File: src/rtl/fifo_pkg.sv
// Shared types and defaults for the synchronous FIFO family.
// Read-mode selection is carried as an enum so the top can branch on a name rather than a bare bit.
package fifo_pkg;

  localparam int FIFO_WIDTH_DEF = 8;
  localparam int FIFO_DEPTH_DEF = 16;

  typedef logic [FIFO_WIDTH_DEF-1:0] data_ty;

  typedef enum logic {
    RD_STD  = 1'b0,
    RD_FWFT = 1'b1
  } read_mode_e;

  function automatic read_mode_e read_mode_of(input int fwft);
    return (fwft != 0) ? RD_FWFT : RD_STD;
  endfunction

endpackage

File: src/rtl/fifo_mem.sv
// Storage for the FIFO: register array, one synchronous write port, one asynchronous read port.
// Contents are deliberately not reset; validity is tracked by the pointers in the parent.
module fifo_mem #(
  parameter int WIDTH = 8,
  parameter int DEPTH = 16,
  localparam int AW = $clog2(DEPTH)
) (
  input  logic             clk,
  input  logic             we,
  input  logic [AW-1:0]    waddr,
  input  logic [WIDTH-1:0] wdata,
  input  logic [AW-1:0]    raddr,
  output logic [WIDTH-1:0] rdata
);

  logic [WIDTH-1:0] mem [DEPTH];

  always_ff @(posedge clk) begin
    if (we) mem[waddr] <= wdata;
  end

  assign rdata = mem[raddr];

endmodule

File: src/rtl/fifo_sync_flags.sv
// Single-clock FIFO with occupancy count, almost-full/empty thresholds, sticky error flags
// and a selectable standard or first-word-fall-through read path.
module fifo_sync_flags
  import fifo_pkg::*;
#(
  parameter int WIDTH     = FIFO_WIDTH_DEF,
  parameter int DEPTH     = FIFO_DEPTH_DEF,
  parameter int AF_THRESH = DEPTH - 2,
  parameter int AE_THRESH = 1,
  parameter int FWFT      = 0,
  localparam int AW = $clog2(DEPTH),
  localparam int PW = AW + 1
) (
  input  logic             clk,
  input  logic             rst,
  input  logic             push,
  input  logic [WIDTH-1:0] data_in,
  input  logic             pop,
  output logic [WIDTH-1:0] data_out,
  output logic             full,
  output logic             empty,
  output logic             almost_full,
  output logic             almost_empty,
  output logic [PW-1:0]    count,
  output logic             overflow,
  output logic             underflow,
  input  logic             clr_err
);

  localparam read_mode_e    MODE = read_mode_of(FWFT);
  localparam logic [PW-1:0] AF_V = PW'(AF_THRESH);
  localparam logic [PW-1:0] AE_V = PW'(AE_THRESH);

  if (DEPTH < 2 || (DEPTH & (DEPTH - 1)) != 0) begin : g_bad_depth
    $error("fifo_sync_flags: DEPTH must be a power of 2 and at least 2");
  end
  if (AF_THRESH < 1 || AF_THRESH > DEPTH) begin : g_bad_af
    $error("fifo_sync_flags: AF_THRESH out of range 1..DEPTH");
  end
  if (AE_THRESH < 0 || AE_THRESH > DEPTH - 1) begin : g_bad_ae
    $error("fifo_sync_flags: AE_THRESH out of range 0..DEPTH-1");
  end

  logic [PW-1:0]    wr_ptr;
  logic [PW-1:0]    rd_ptr;
  logic [WIDTH-1:0] rdata;
  logic [WIDTH-1:0] dout_r;
  logic             push_ok;
  logic             pop_ok;

  // Status is derived purely from the registered pointers; the MSB acts as a wrap bit.
  assign count        = wr_ptr - rd_ptr;
  assign empty        = (wr_ptr == rd_ptr);
  assign full         = (wr_ptr[AW-1:0] == rd_ptr[AW-1:0]) && (wr_ptr[AW] != rd_ptr[AW]);
  assign almost_full  = (count >= AF_V);
  assign almost_empty = (count <= AE_V);

  assign push_ok = push & ~full;
  assign pop_ok  = pop & ~empty;

  fifo_mem #(
    .WIDTH (WIDTH),
    .DEPTH (DEPTH)
  ) u_mem (
    .clk   (clk),
    .we    (push_ok),
    .waddr (wr_ptr[AW-1:0]),
    .wdata (data_in),
    .raddr (rd_ptr[AW-1:0]),
    .rdata (rdata)
  );

  always_ff @(posedge clk or posedge rst) begin
    if (rst) begin
      wr_ptr <= '0;
      rd_ptr <= '0;
    end else begin
      if (push_ok) wr_ptr <= wr_ptr + PW'(1);
      if (pop_ok)  rd_ptr <= rd_ptr + PW'(1);
    end
  end

  // A new error in the same cycle as clr_err wins, so the flag ends up set.
  always_ff @(posedge clk or posedge rst) begin
    if (rst) begin
      overflow  <= 1'b0;
      underflow <= 1'b0;
    end else begin
      overflow  <= (overflow  & ~clr_err) | (push & full);
      underflow <= (underflow & ~clr_err) | (pop & empty);
    end
  end

  // The popped word is captured in both modes: in FWFT it is the value held once the FIFO drains.
  always_ff @(posedge clk or posedge rst) begin
    if (rst) begin
      dout_r <= '0;
    end else if (pop_ok) begin
      dout_r <= rdata;
    end
  end

  always_comb begin
    data_out = dout_r;
    if (MODE == RD_FWFT && !empty) data_out = rdata;
  end

endmodule

File: config.mk
export PLATFORM = sky130hd
export DESIGN_NAME = fifo_sync_flags
export DESIGN_NICKNAME = d
export VERILOG_FILES = /design/src/rtl/fifo_pkg.sv /design/src/rtl/fifo_mem.sv /design/src/rtl/fifo_sync_flags.sv
export SDC_FILE = /design/constraint.sdc
export NUM_CORES = 1
export LEC_CHECK = 0
export CAP_MARGIN = 25
export CELL_PAD_IN_SITES_DETAIL_PLACEMENT = 0
export CELL_PAD_IN_SITES_GLOBAL_PLACEMENT = 1
export CORE_MARGIN = 2
export CORE_UTILIZATION = 40
export DETAILED_ROUTE_END_ITERATION = 8
export PLACE_DENSITY_LB_ADDON = 0.1
export SLEW_MARGIN = 0
export SYNTH_ARGS = -nofsm -noshare
export SYNTH_HDL_FRONTEND = slang
export SYNTH_SLANG_ARGS = --single-unit
File: constraint.sdc
create_clock -name clk -period 3.6 [get_ports clk]
set_input_delay 1.08 -clock clk [delete_from_list [all_inputs] [get_ports clk]]
set_output_delay 1.08 -clock clk [all_outputs]
set_load 0.01 [all_outputs]
### Word-level counts from Yosys, hierarchy flattened

Memories as Yosys holds them, arrays and structs flattened. A register that Yosys moved wholly into a read port is not among the register bits.
Index checks and enable logic that the tools add are counted.
W data, S select, Z words.

| cells by class | value |
|---|---|
| $add $sub $neg | 3 |
| $lt $le $gt $ge | 2 |
| equal/unequal tests | 3 |
| mux-type cells | 2 |
| bitwise operators | 11 |
| reduce and logical (&&, ||, !) cells | 1 |

Operators with widths:

| kind | number |
|---|---|
| $add A5 B1 Y5 const B | 2 |
| $and A1 B1 Y1 | 6 |
| $eq A5 B5 Y1 | 1 |
| $ge A5 B4 Y1 const B | 1 |
| $le A5 B1 Y1 const B | 1 |
| $sub A5 B5 Y5 | 1 |
| $eq A4 B4 Y1 | 1 |
| $not A1 Y1 | 3 |
| $mux W1 | 2 |
| $or A1 B1 Y1 | 2 |
| $logic_and A1 B1 Y1 | 1 |
| $ne A1 B1 Y1 | 1 |

| word-level totals | value |
|---|---|
| bits in registers | 12 |
| memory bits (writable) | 128 |
| bits of input ports | 13 |
| output and inout bits | 19 |
| logic and storage cells | 27 |
| memories | 1 |

Memories:

| memory | words | bits a word | read ports | clocked after memory_dff | wr ports | RTL line | RTL |
|---|---|---|---|---|---|---|---|
| u_mem.mem | 16 | 8 | 1 | 1 | 1 | fifo_mem.sv:16 | `logic [WIDTH-1:0] mem [DEPTH];` |

### Logic depth before layout (Yosys ltp)

Gate-level depths: netlist of the first run.

| depth | value |
|---|---|
| word-level depth | 6 |
| gate-level depth with buffers | 10 |
| mapped depth without buffers | 7 |

### Cells and area by module

Synthesis of the first run repeated with hierarchy kept, for this count alone.

| second synthesis, totals | value |
|---|---|
| cells, all modules | 312 |
| area, all modules | 6,069.6 sq um |

By module, submodules not included:

| module | times used | cells each | area each (sq um) | seq. area each (sq um) |
|---|---|---|---|---|
| fifo_mem | 1 | 221 | 4,987.3 | 3,843.7 |
| fifo_sync_flags | 1 | 91 | 1,082.3 | 500.5 |

### Least setup slack after synthesis of the first run

OpenSTA, ideal clock, no wires.

| timing path | value |
|---|---|
| path kind | register to output |
| start point | reg rd_ptr[1] |
| end point | out almost_full |
| data arrival time | 2,062 ps |
| required time | 2,520 ps |
| slack | 458 ps |
| cell stages (with the launch flop) | 9 |
| path buffers | 2 |
| path through | dfrtp_1 -> buf_4 -> buf_4 -> inv_2 -> ha_1 -> nor2b_1 -> o21ai_0 -> a21boi_0 -> o32ai_1 |

| between the ends | value |
|---|---|
| cells in the longest elaborated chain, start to end | 2 |

RTL lines:

| what | RTL line | RTL |
|---|---|---|
| start: declaration | fifo_sync_flags.sv:45 | `logic [PW-1:0] rd_ptr;` |
| start signal: assignment | fifo_sync_flags.sv:79 | `if (pop_ok) rd_ptr <= rd_ptr + PW'(1);` |
| $sub A5 B5 Y5 | fifo_sync_flags.sv:52 | `assign count = wr_ptr - rd_ptr;` |
| $ge A5 B4 Y1 | fifo_sync_flags.sv:55 | `assign almost_full = (count >= AF_V);` |
| end: declaration | fifo_sync_flags.sv:22 | `output logic almost_full,` |

Every way passes these cells.

### Final worst setup path of the first run

| timing path | value |
|---|---|
| start point | reg wr_ptr[0] |
| end point | out almost_empty |

| between the ends | value |
|---|---|
| cells in the longest elaborated chain, start to end | 2 |

RTL lines:

| what | RTL line | RTL |
|---|---|---|
| start: declaration | fifo_sync_flags.sv:44 | `logic [PW-1:0] wr_ptr;` |
| start signal: assignment | fifo_sync_flags.sv:78 | `if (push_ok) wr_ptr <= wr_ptr + PW'(1);` |
| $sub A5 B5 Y5 | fifo_sync_flags.sv:52 |  |
| $le A5 B1 Y1 | fifo_sync_flags.sv:56 | `assign almost_empty = (count <= AE_V);` |
| end: declaration | fifo_sync_flags.sv:23 | `output logic almost_empty,` |

Every way passes these cells.

==> tab_implementation.tex, run 1 <==
\begin{tabular}{lr}
\hline
Metric & Value \\
\hline
\multicolumn{2}{l}{\textbf{Status}} \\
\quad Status & finished, final reports clean \\
\multicolumn{2}{l}{\textbf{Clock tree}} \\
\quad Clock network latency to the later pin of the worst-skew pair & 0.42 ns \\
\quad Number of buffers between clock root and the deepest sink & 2 \\
\quad Total CTS buffers & 17 \\
\quad CTS clk-pin slew, worst paths & 0.06 ns \\
\quad CTS root buffer & sky130\_fd\_sc\_hd\_\_clkbuf\_16 \\
\quad Hold-fix buffers at CTS & 0 \\
\quad TritonCTS clock tree & yes \\
\quad Sink Count & 148 \\
\quad H-tree levels & 4 \\
\multicolumn{2}{l}{\textbf{Global routing}} \\
\quad Gr ovfl total & 0 \\
\quad Largest net degree at the start of global routing & 36 \\
\quad Number of global-route vias before repair & 3,088 \\
\quad Antenna violations before repair & 0 \\
\quad Overall global routing resource usage & 0.1678 \\
\quad First-pass GRT wire length & 19.06 mm \\
\multicolumn{2}{l}{\textbf{Timing}} \\
\quad Accumulated negative setup slack & 0 ns \\
\quad Final-report hold violation count & 0 \\
\quad Slew Limit Fails & 0 \\
\quad Clock Skew & 0.008560 ns \\
\quad RSZ-0062 raised after global routing & no \\
\quad Max-slew headroom at the worst pin & 0.4126 \\
\quad Setup WS post-layout & 0.1871 ns \\
\quad Highest achievable clock rate & 0.2930 GHz \\
\quad Worst hold slack & 0.5278 ns \\
\quad Time the final worst path needs with I/O delays and setup & 3.413 ns \\
\quad Post-route clock period utilization & 0.9480 \\
\quad Actual transition at the worst max-transition pin & 0.8801 ns \\
\quad Number of setup violations in the final report & 0 \\
\multicolumn{2}{l}{\textbf{Critical path}} \\
\quad Worst-path cell with the longest stage delay & sky130\_fd\_sc\_hd\_\_fa\_2 \\
\quad CP peak stage delay & 0.36 ns \\
\quad Data arrival time at the worst-slack endpoint & 2.33 ns \\
\quad R2r setup slk & 0.79 ns \\
\quad Element type at the critical path start & flip-flop \\
\quad Number of buffer and inverter instances along the worst setup path & 2 \\
\quad Endpoint type of the worst setup path & output port \\
\quad CP Data Required Time & 2.52 ns \\
\quad Maximum net fanout on the critical path & 4 \\
\quad Worst Setup Path Type & reg2out \\
\quad Kind of cell adding the most delay to the critical path & adder cells \\
\quad Cell-by-cell trace of the critical path & inv\_2 -> ha\_2 -> fa\_2 -> nor2b\_1 -> o21ai\_1 -> and3\_1 -> o221a\_2 -> dlygate4sd2\_1 \\
\multicolumn{2}{l}{\textbf{Floorplan}} \\
\quad Chip height & 126.8 um \\
\quad Standard-cell row count & 44 \\
\quad Number of top-level pins & 32 \\
\quad Area enclosed by the die boundary & 16,070 sq um \\
\quad Horiz. Die Dim & 126.8 um \\
\quad Core box area & 14,640 sq um \\
\quad Initial cell density of the core & 0.4116 \\
\multicolumn{2}{l}{\textbf{Yosys}} \\
\quad Number of synthesized register bits & 148 \\
\quad Largest area contributor in the netlist & sky130\_fd\_sc\_hd\_\_edfxtp\_1 \\
\quad Netlist area before placement & 6027 sq um \\
\quad Number of enable flip-flop cells after synthesis & 128 \\
\quad Synth Instances & 325 \\
\quad Most instantiated flip-flop cell in the synthesis netlist & sky130\_fd\_sc\_hd\_\_edfxtp\_1 \\
\quad Cell types occupying the most area after synthesis & sky130\_fd\_sc\_hd\_\_edfxtp\_1 64\%, sky130\_fd\_sc\_hd\_\_mux4\_2 12\%, sky130\_fd\_sc\_hd\_\_dfrtp\_1 8.3\% \\
\quad Ys async rst share & 0.1351 \\
\quad Mean instance size in the synthesized netlist & 18.54 sq um \\
\quad Portion of the post-synthesis area used by sequential elements & 0.7208 \\
\quad Yosys top cell area share & 0.6377 \\
\quad Synth cell count leaders & 128 x sky130\_fd\_sc\_hd\_\_edfxtp\_1, 32 x sky130\_fd\_sc\_hd\_\_mux4\_2, 20 x sky130\_fd\_sc\_hd\_\_dfrtp\_1 \\
\quad Count of unique library cells instantiated by Yosys & 34 \\
\quad Yosys Warn Count & 0 \\
\quad Top-count cell post-synth & sky130\_fd\_sc\_hd\_\_edfxtp\_1 \\
\quad Synthesized netlist net count & 348 \\
\multicolumn{2}{l}{\textbf{Pwr}} \\
\quad Worst VDD drop & 391.1 uV \\
\quad PwrDens & 862.5 nW/um\^{}2 \\
\quad Cell leakage power & 2.460 nW \\
\multicolumn{2}{l}{\textbf{Layout}} \\
\quad Post-layout net count & 402 \\
\quad Layout fillers & 1,222 \\
\quad Non-filler instance count after layout & 576 \\
\quad Layout cell share with drive strength beyond 1 & 0.2500 \\
\quad Count of inserted antenna diode cells & 0 \\
\quad Utilization after layout & 0.4938 \\
\quad Layout-stage area growth over the synthesis result & 19.97\% \\
\multicolumn{2}{l}{\textbf{Drt}} \\
\quad DRT antenna net count & 0 \\
\quad Total DRC errors in the routed layout & 0 \\
\quad Initial drt markers & 213 \\
\quad Total iterations of the first detailed-routing run & 4 \\
\quad Total number of vias & 3,002 \\
\quad Via count normalized by instance count & 5.212 \\
\quad DR WL/cell & 21.80 um \\
\quad Final wirelength & 12.56 mm \\
\multicolumn{2}{l}{\textbf{Place}} \\
\quad Final HPWL DP & 7.775 mm \\
\quad Instance count after placement with tap cells included & 541 \\
\quad Worst slack after detailed placement & 0.1813 ns \\
\quad Total of buffers placed on input and output ports & 31 \\
\quad Weighted congestion at the end of routability-driven global placement & 0.7447 \\
\multicolumn{2}{l}{\textbf{Hold path}} \\
\quad Class of the worst hold path & reg2reg \\
\multicolumn{2}{l}{\textbf{Flow run}} \\
\quad Max cap viols & 0 \\
\hline
\end{tabular}
-- stage by stage --
stage	power (mW)	cell area, sq um
after global routing	6.605	7231
after global placement	4.548	6610
after floorplan	3.719	6027
after detailed placement	4.550	6610
final	6.237	7231
after CTS	6.311	7213
-- sequential cells by signal, summed over array words and instances (netlist names) --
name	flops
rd_ptr	5
data_out	8
u_mem.mem	128
overflow	1
underflow	1
wr_ptr	5
-- report_power, final --
group	switching, mW	internal (mW)
clock	0.652	1.07
sequential	0.113	2.13
combinational	1.16	1.11
total	1.92	4.32
-- kinds of logic (layout without fill, tap and decap cells) --
family | Yosys count | after routing | synth area share
AOI/OAI and AO/OA | 38 | 38 | 0.03986
xor gates and xnor gates | 11 | 11 | 0.01599
DFF | 148 | 148 | 0.7208
muxes | 40 | 40 | 0.1345
adders and majority gates | 10 | 10 | 0.02201
buffers and inverters | 31 | 98 | 0.02449
and+or+nand+nor | 47 | 47 | 0.04235
-- path summary, 6_finish.rpt --
check,cells after the start,to,startpoint
min in group asynchronous,2,overflow,rst
worst max-delay path,8,almost_empty,wr_ptr[0]
worst min-delay path,1,wr_ptr[4],wr_ptr[4]
worst max register to register,7,u_mem.mem[9][0],rd_ptr[3]
max in group asynchronous,2,wr_ptr[1],rst
worst min register to register,1,wr_ptr[4],wr_ptr[4]
-- cell type report --
| type | instances | area [sq um] | area share |
|---|---|---|---|
| clock buffer | 24 | 481.7 | 0.06662 |
| clock inverter | 8 | 100.1 | 0.01384 |
| inverter | 17 | 63.81 | 0.008825 |
| multi-input combinational | 146 | 1562 | 0.2160 |
| sequential | 148 | 4348 | 0.6013 |
| tap | 184 | 230.2 | 0.03184 |
| timing repair buffer | 49 | 445.4 | 0.06160 |
-- cell usage in the layout (no fill, tap or decap), types with 9 or more instances in the layout --
| cell type | instances |
|---|---|
| sky130_fd_sc_hd__edfxtp_1 | 128 |
| sky130_fd_sc_hd__mux4_2 | 32 |
| sky130_fd_sc_hd__clkdlybuf4s50_1 | 28 |
| sky130_fd_sc_hd__buf_4 | 18 |
| sky130_fd_sc_hd__clkbuf_16 | 17 |
| sky130_fd_sc_hd__dfrtp_1 | 17 |
| sky130_fd_sc_hd__inv_1 | 15 |
| sky130_fd_sc_hd__and2_1 | 12 |
| sky130_fd_sc_hd__xnor2_1 | 9 |
| sky130_fd_sc_hd__nor2_1 | 9 |
-- per-layer routing --
layer	share of wire	wire length, um	global-route usage
met1	0.45	5602	0.2320
met2	0.50	6256	0.2582
met3	0.050	627	0.04597
met4	0.0056	70	0.06012
met5	0	0	0
-- what timing repair did --
item	CTS	global route
setup endpoints to repair	3	5
buffers inserted	2	1
resized for setup	5	7
pin swaps	1	1
Note: power is estimated with default switching activity, not from simulation.
==> inputs of run 2 (changes only) <==
--- a/config.mk
+++ b/config.mk
@@ -16,3 +16,4 @@
 export SYNTH_ARGS = -nofsm -noshare
 export SYNTH_HDL_FRONTEND = slang
 export SYNTH_SLANG_ARGS = --single-unit
+export TNS_END_PERCENT = 10
==> tab_implementation.tex, run 2 (same netlist as run 1, synthesis figures left out) <==
\begin{tabular}{lr}
\hline
Metric & Value \\
\hline
\multicolumn{2}{l}{\textbf{Status}} \\
\quad Status & finished, final reports clean \\
\multicolumn{2}{l}{\textbf{Pwr}} \\
\quad Cell-internal power & 4.309 mW (-0.18\%) \\
\quad Worst VDD drop & 393.5 uV (+0.61\%) \\
\quad Fraction of power consumed by combinational cells & 0.362 (about the same) \\
\quad PwrDens & 862.7 nW/um\^{}2 (about the same) \\
\quad Net Sw Frac & 0.3086 (+0.0006379) \\
\quad Clock network fraction of total power & 0.277 (about the same) \\
\quad Cell leakage power & 2.456 nW (-0.17\%) \\
\quad Net Switching & 1.923 mW (+0.12\%) \\
\quad Overall Power & 6.232 mW (about the same) \\
\quad Register share of total power & 0.361 (about the same) \\
\multicolumn{2}{l}{\textbf{Critical path}} \\
\quad Worst Setup Path Type & reg2out \\
\quad R2r setup slk & 0.87 ns (+0.08 ns) \\
\quad Element type at the critical path start & flip-flop \\
\quad CP Data Required Time & 2.52 ns (about the same) \\
\quad Worst-path cell with the longest stage delay & sky130\_fd\_sc\_hd\_\_fa\_2 \\
\quad Maximum net fanout on the critical path & 4 (unchanged) \\
\quad CP peak stage delay & 0.36 ns (about the same) \\
\quad Endpoint type of the worst setup path & output port \\
\quad Path depth of the worst reg2reg path & 6 (-1) \\
\quad FF-to-FF Start & rd\_ptr[3] \\
\quad Cell-by-cell trace of the critical path & inv\_2 -> ha\_2 -> fa\_2 -> nor2b\_1 -> o21ai\_1 -> and3\_1 -> o221a\_2 -> dlygate4sd2\_1 \\
\quad Endpoint of the most critical register-to-register path & u\_mem.mem[9][0] \\
\quad Data arrival time at the worst-slack endpoint & 2.33 ns (about the same) \\
\multicolumn{2}{l}{\textbf{Layout}} \\
\quad Max FFs per register & 128 (unchanged) \\
\quad Most used cells in the layout excluding fill and tap cells & 128 x sky130\_fd\_sc\_hd\_\_edfxtp\_1, 32 x sky130\_fd\_sc\_hd\_\_mux4\_2, 28 x sky130\_fd\_sc\_hd\_\_clkdlybuf4s50\_1 \\
\quad Commonest non-fill, non-tap cell in the layout & sky130\_fd\_sc\_hd\_\_edfxtp\_1 \\
\quad Count of inserted antenna diode cells & 0 (unchanged) \\
\quad Layout-stage area growth over the synthesis result & 19.85\% \\
\quad Register ranked first by flip-flop count & u\_mem.mem \\
\quad Post-layout net count & 401 (-0.25\%) \\
\quad Layout cell share with drive strength beyond 1 & 0.2481 (-0.001918) \\
\multicolumn{2}{l}{\textbf{Timing}} \\
\quad Max-slew headroom at the worst pin & 0.4165 (+0.003873) \\
\quad Time the final worst path needs with I/O delays and setup & 3.414 ns (+0.0007080 ns) \\
\quad Highest achievable clock rate & 0.2929 GHz (about the same) \\
\quad Clock Skew & 0.009419 ns (+0.0008592 ns) \\
\quad Slew Limit Fails & 0 (unchanged) \\
\quad Number of setup violations in the final report & 0 (unchanged) \\
\quad Actual transition at the worst max-transition pin & 0.8743 ns (-0.005803 ns) \\
\quad Post-route clock period utilization & 0.9482 (about the same) \\
\quad Final-report hold violation count & 0 (unchanged) \\
\quad RSZ-0062 raised after global routing & yes \\
\quad Worst hold slack & 0.5277 ns (-0.0001740 ns) \\
\multicolumn{2}{l}{\textbf{Global routing}} \\
\quad Overall global routing resource usage & 0.1678 (unchanged) \\
\quad Gr ovfl total & 0 (unchanged) \\
\quad Number of global-route vias before repair & 3,088 (unchanged) \\
\quad Antenna violations before repair & 0 (unchanged) \\
\quad Largest net degree at the start of global routing & 36 (unchanged) \\
\quad First-pass GRT wire length & 19.06 mm (unchanged) \\
\multicolumn{2}{l}{\textbf{Hold path}} \\
\quad Number of stages on the worst hold path & 1 (unchanged) \\
\quad Start point of the worst hold path & wr\_ptr[4] \\
\quad Capture endpoint of the worst hold path & wr\_ptr[4] \\
\quad Class of the worst hold path & reg2reg \\
\multicolumn{2}{l}{\textbf{Clock tree}} \\
\quad CTS clk-pin slew, worst paths & 0.06 ns (about the same) \\
\quad CTS root buffer & sky130\_fd\_sc\_hd\_\_clkbuf\_16 \\
\quad Sink Count & 148 (unchanged) \\
\quad Clock network latency to the later pin of the worst-skew pair & 0.42 ns (about the same) \\
\quad TritonCTS clock tree & yes \\
\quad H-tree levels & 4 (unchanged) \\
\quad Total CTS buffers & 17 (unchanged) \\
\quad Number of buffers between clock root and the deepest sink & 2 (unchanged) \\
\multicolumn{2}{l}{\textbf{Place}} \\
\quad Weighted congestion at the end of routability-driven global placement & 0.7447 (unchanged) \\
\quad Total of buffers placed on input and output ports & 31 (unchanged) \\
\quad Final HPWL DP & 7.775 mm (unchanged) \\
\multicolumn{2}{l}{\textbf{Floorplan}} \\
\quad Number of top-level pins & 32 (unchanged) \\
\quad Initial cell density of the core & 0.4116 (unchanged) \\
\quad Chip height & 126.8 um (unchanged) \\
\quad Standard-cell row count & 44 (unchanged) \\
\quad Area enclosed by the die boundary & 16,070 sq um (unchanged) \\
\quad Horiz. Die Dim & 126.8 um (unchanged) \\
\quad Core box area & 14,640 sq um (unchanged) \\
\multicolumn{2}{l}{\textbf{Drt}} \\
\quad Total DRC errors in the routed layout & 0 (unchanged) \\
\quad Initial drt markers & 203 (-4.7\%) \\
\quad DR WL/cell & 21.79 um (about the same) \\
\quad Total iterations of the first detailed-routing run & 4 (unchanged) \\
\quad Total number of vias & 2,993 (-0.30\%) \\
\quad Via count normalized by instance count & 5.205 (-0.13\%) \\
\quad DRT antenna net count & 0 (unchanged) \\
\quad Final wirelength & 12.53 mm (-0.22\%) \\
\multicolumn{2}{l}{\textbf{Flow run}} \\
\quad Max cap viols & 0 (unchanged) \\
\hline
\end{tabular}
## run 2: cell type report
class                           count  area (sq um)
Sequential cell                   148          4348
Clock buffer                       24         481.7
Multi-Input combinational cell    146          1562
Fill cell                        1221          7421
Inverter                           17         63.81
Clock inverter                      8         100.1
Timing Repair Buffer               48         437.9
Tap cell                          184         230.2
## run 2: metrics by stage
stage	cells	TNS [ns]	worst slack [ns]	util	instance area (sq um)
2_1_floorplan	325	0	0.4581	-	6027
3_3_place_gp	541	0	0.2459	0.4514	6610
3_5_place_dp	541	0	0.1813	0.4514	6610
4_1_cts	575	0	0.003503	0.4926	7213
5_1_grt	575	-0.006668	-0.006668	0.4933	7223
6_report	575	0	0.1864	0.4933	7223
## run 2: how the worst max path moves through the flow
| stage | start | to | slack (ns) | depth (start not counted) |
|---|---|---|---|---|
| 2_1_floorplan | rd_ptr[1] | almost_full | 0.46 | 8 |
| 3_3_place_gp | wr_ptr[0] | almost_empty | 0.25 | 8 |
| 3_5_place_dp | wr_ptr[0] | almost_empty | 0.18 | 8 |
| 4_1_cts | wr_ptr[0] | count[4] | 0.004 | 9 |
| 5_1_grt | rd_ptr[3] | full | -0.007 | 5 |
| 6_report | wr_ptr[0] | almost_empty | 0.19 | 8 |
## run 2: critical path, delay by kind of cell, from the launching register on
family	cells	cell delay, ns
buffers and inverters	2	0.34
AOI/OAI and AO/OA	2	0.34
adders and majority gates	2	0.54
and+or+nand+nor	2	0.34
DFF	1	0.35
## run 2: metal layers
metal | GRT usage | up-vias | share of wire
met5 | 0 | - | 0
met4 | 0.06012 | 0 | 0.0072
met3 | 0.04597 | 6 | 0.040
met2 | 0.2582 | 59 | 0.49
met1 | 0.2320 | 1528 | 0.46
li1 | - | 1400 | -
## run 2: power groups by stage
stage | registers [mW] | clock network [mW] | logic, mW
after floorplan | 2.27 | 0 | 1.45
after global placement | 2.28 | 0 | 2.27
after detailed placement | 2.28 | 0 | 2.27
after CTS | 2.25 | 1.77 | 2.29
after global routing | 2.27 | 1.84 | 2.49
final | 2.25 | 1.73 | 2.26
## run 2: what timing repair did
item,4_1_cts,5_1_grt
endpoints found under the setup margin,3,5
hold buffers,0,0
cloned,0,0
pin swaps,1,0
gates resized for setup,5,7
setup buffers,2,0
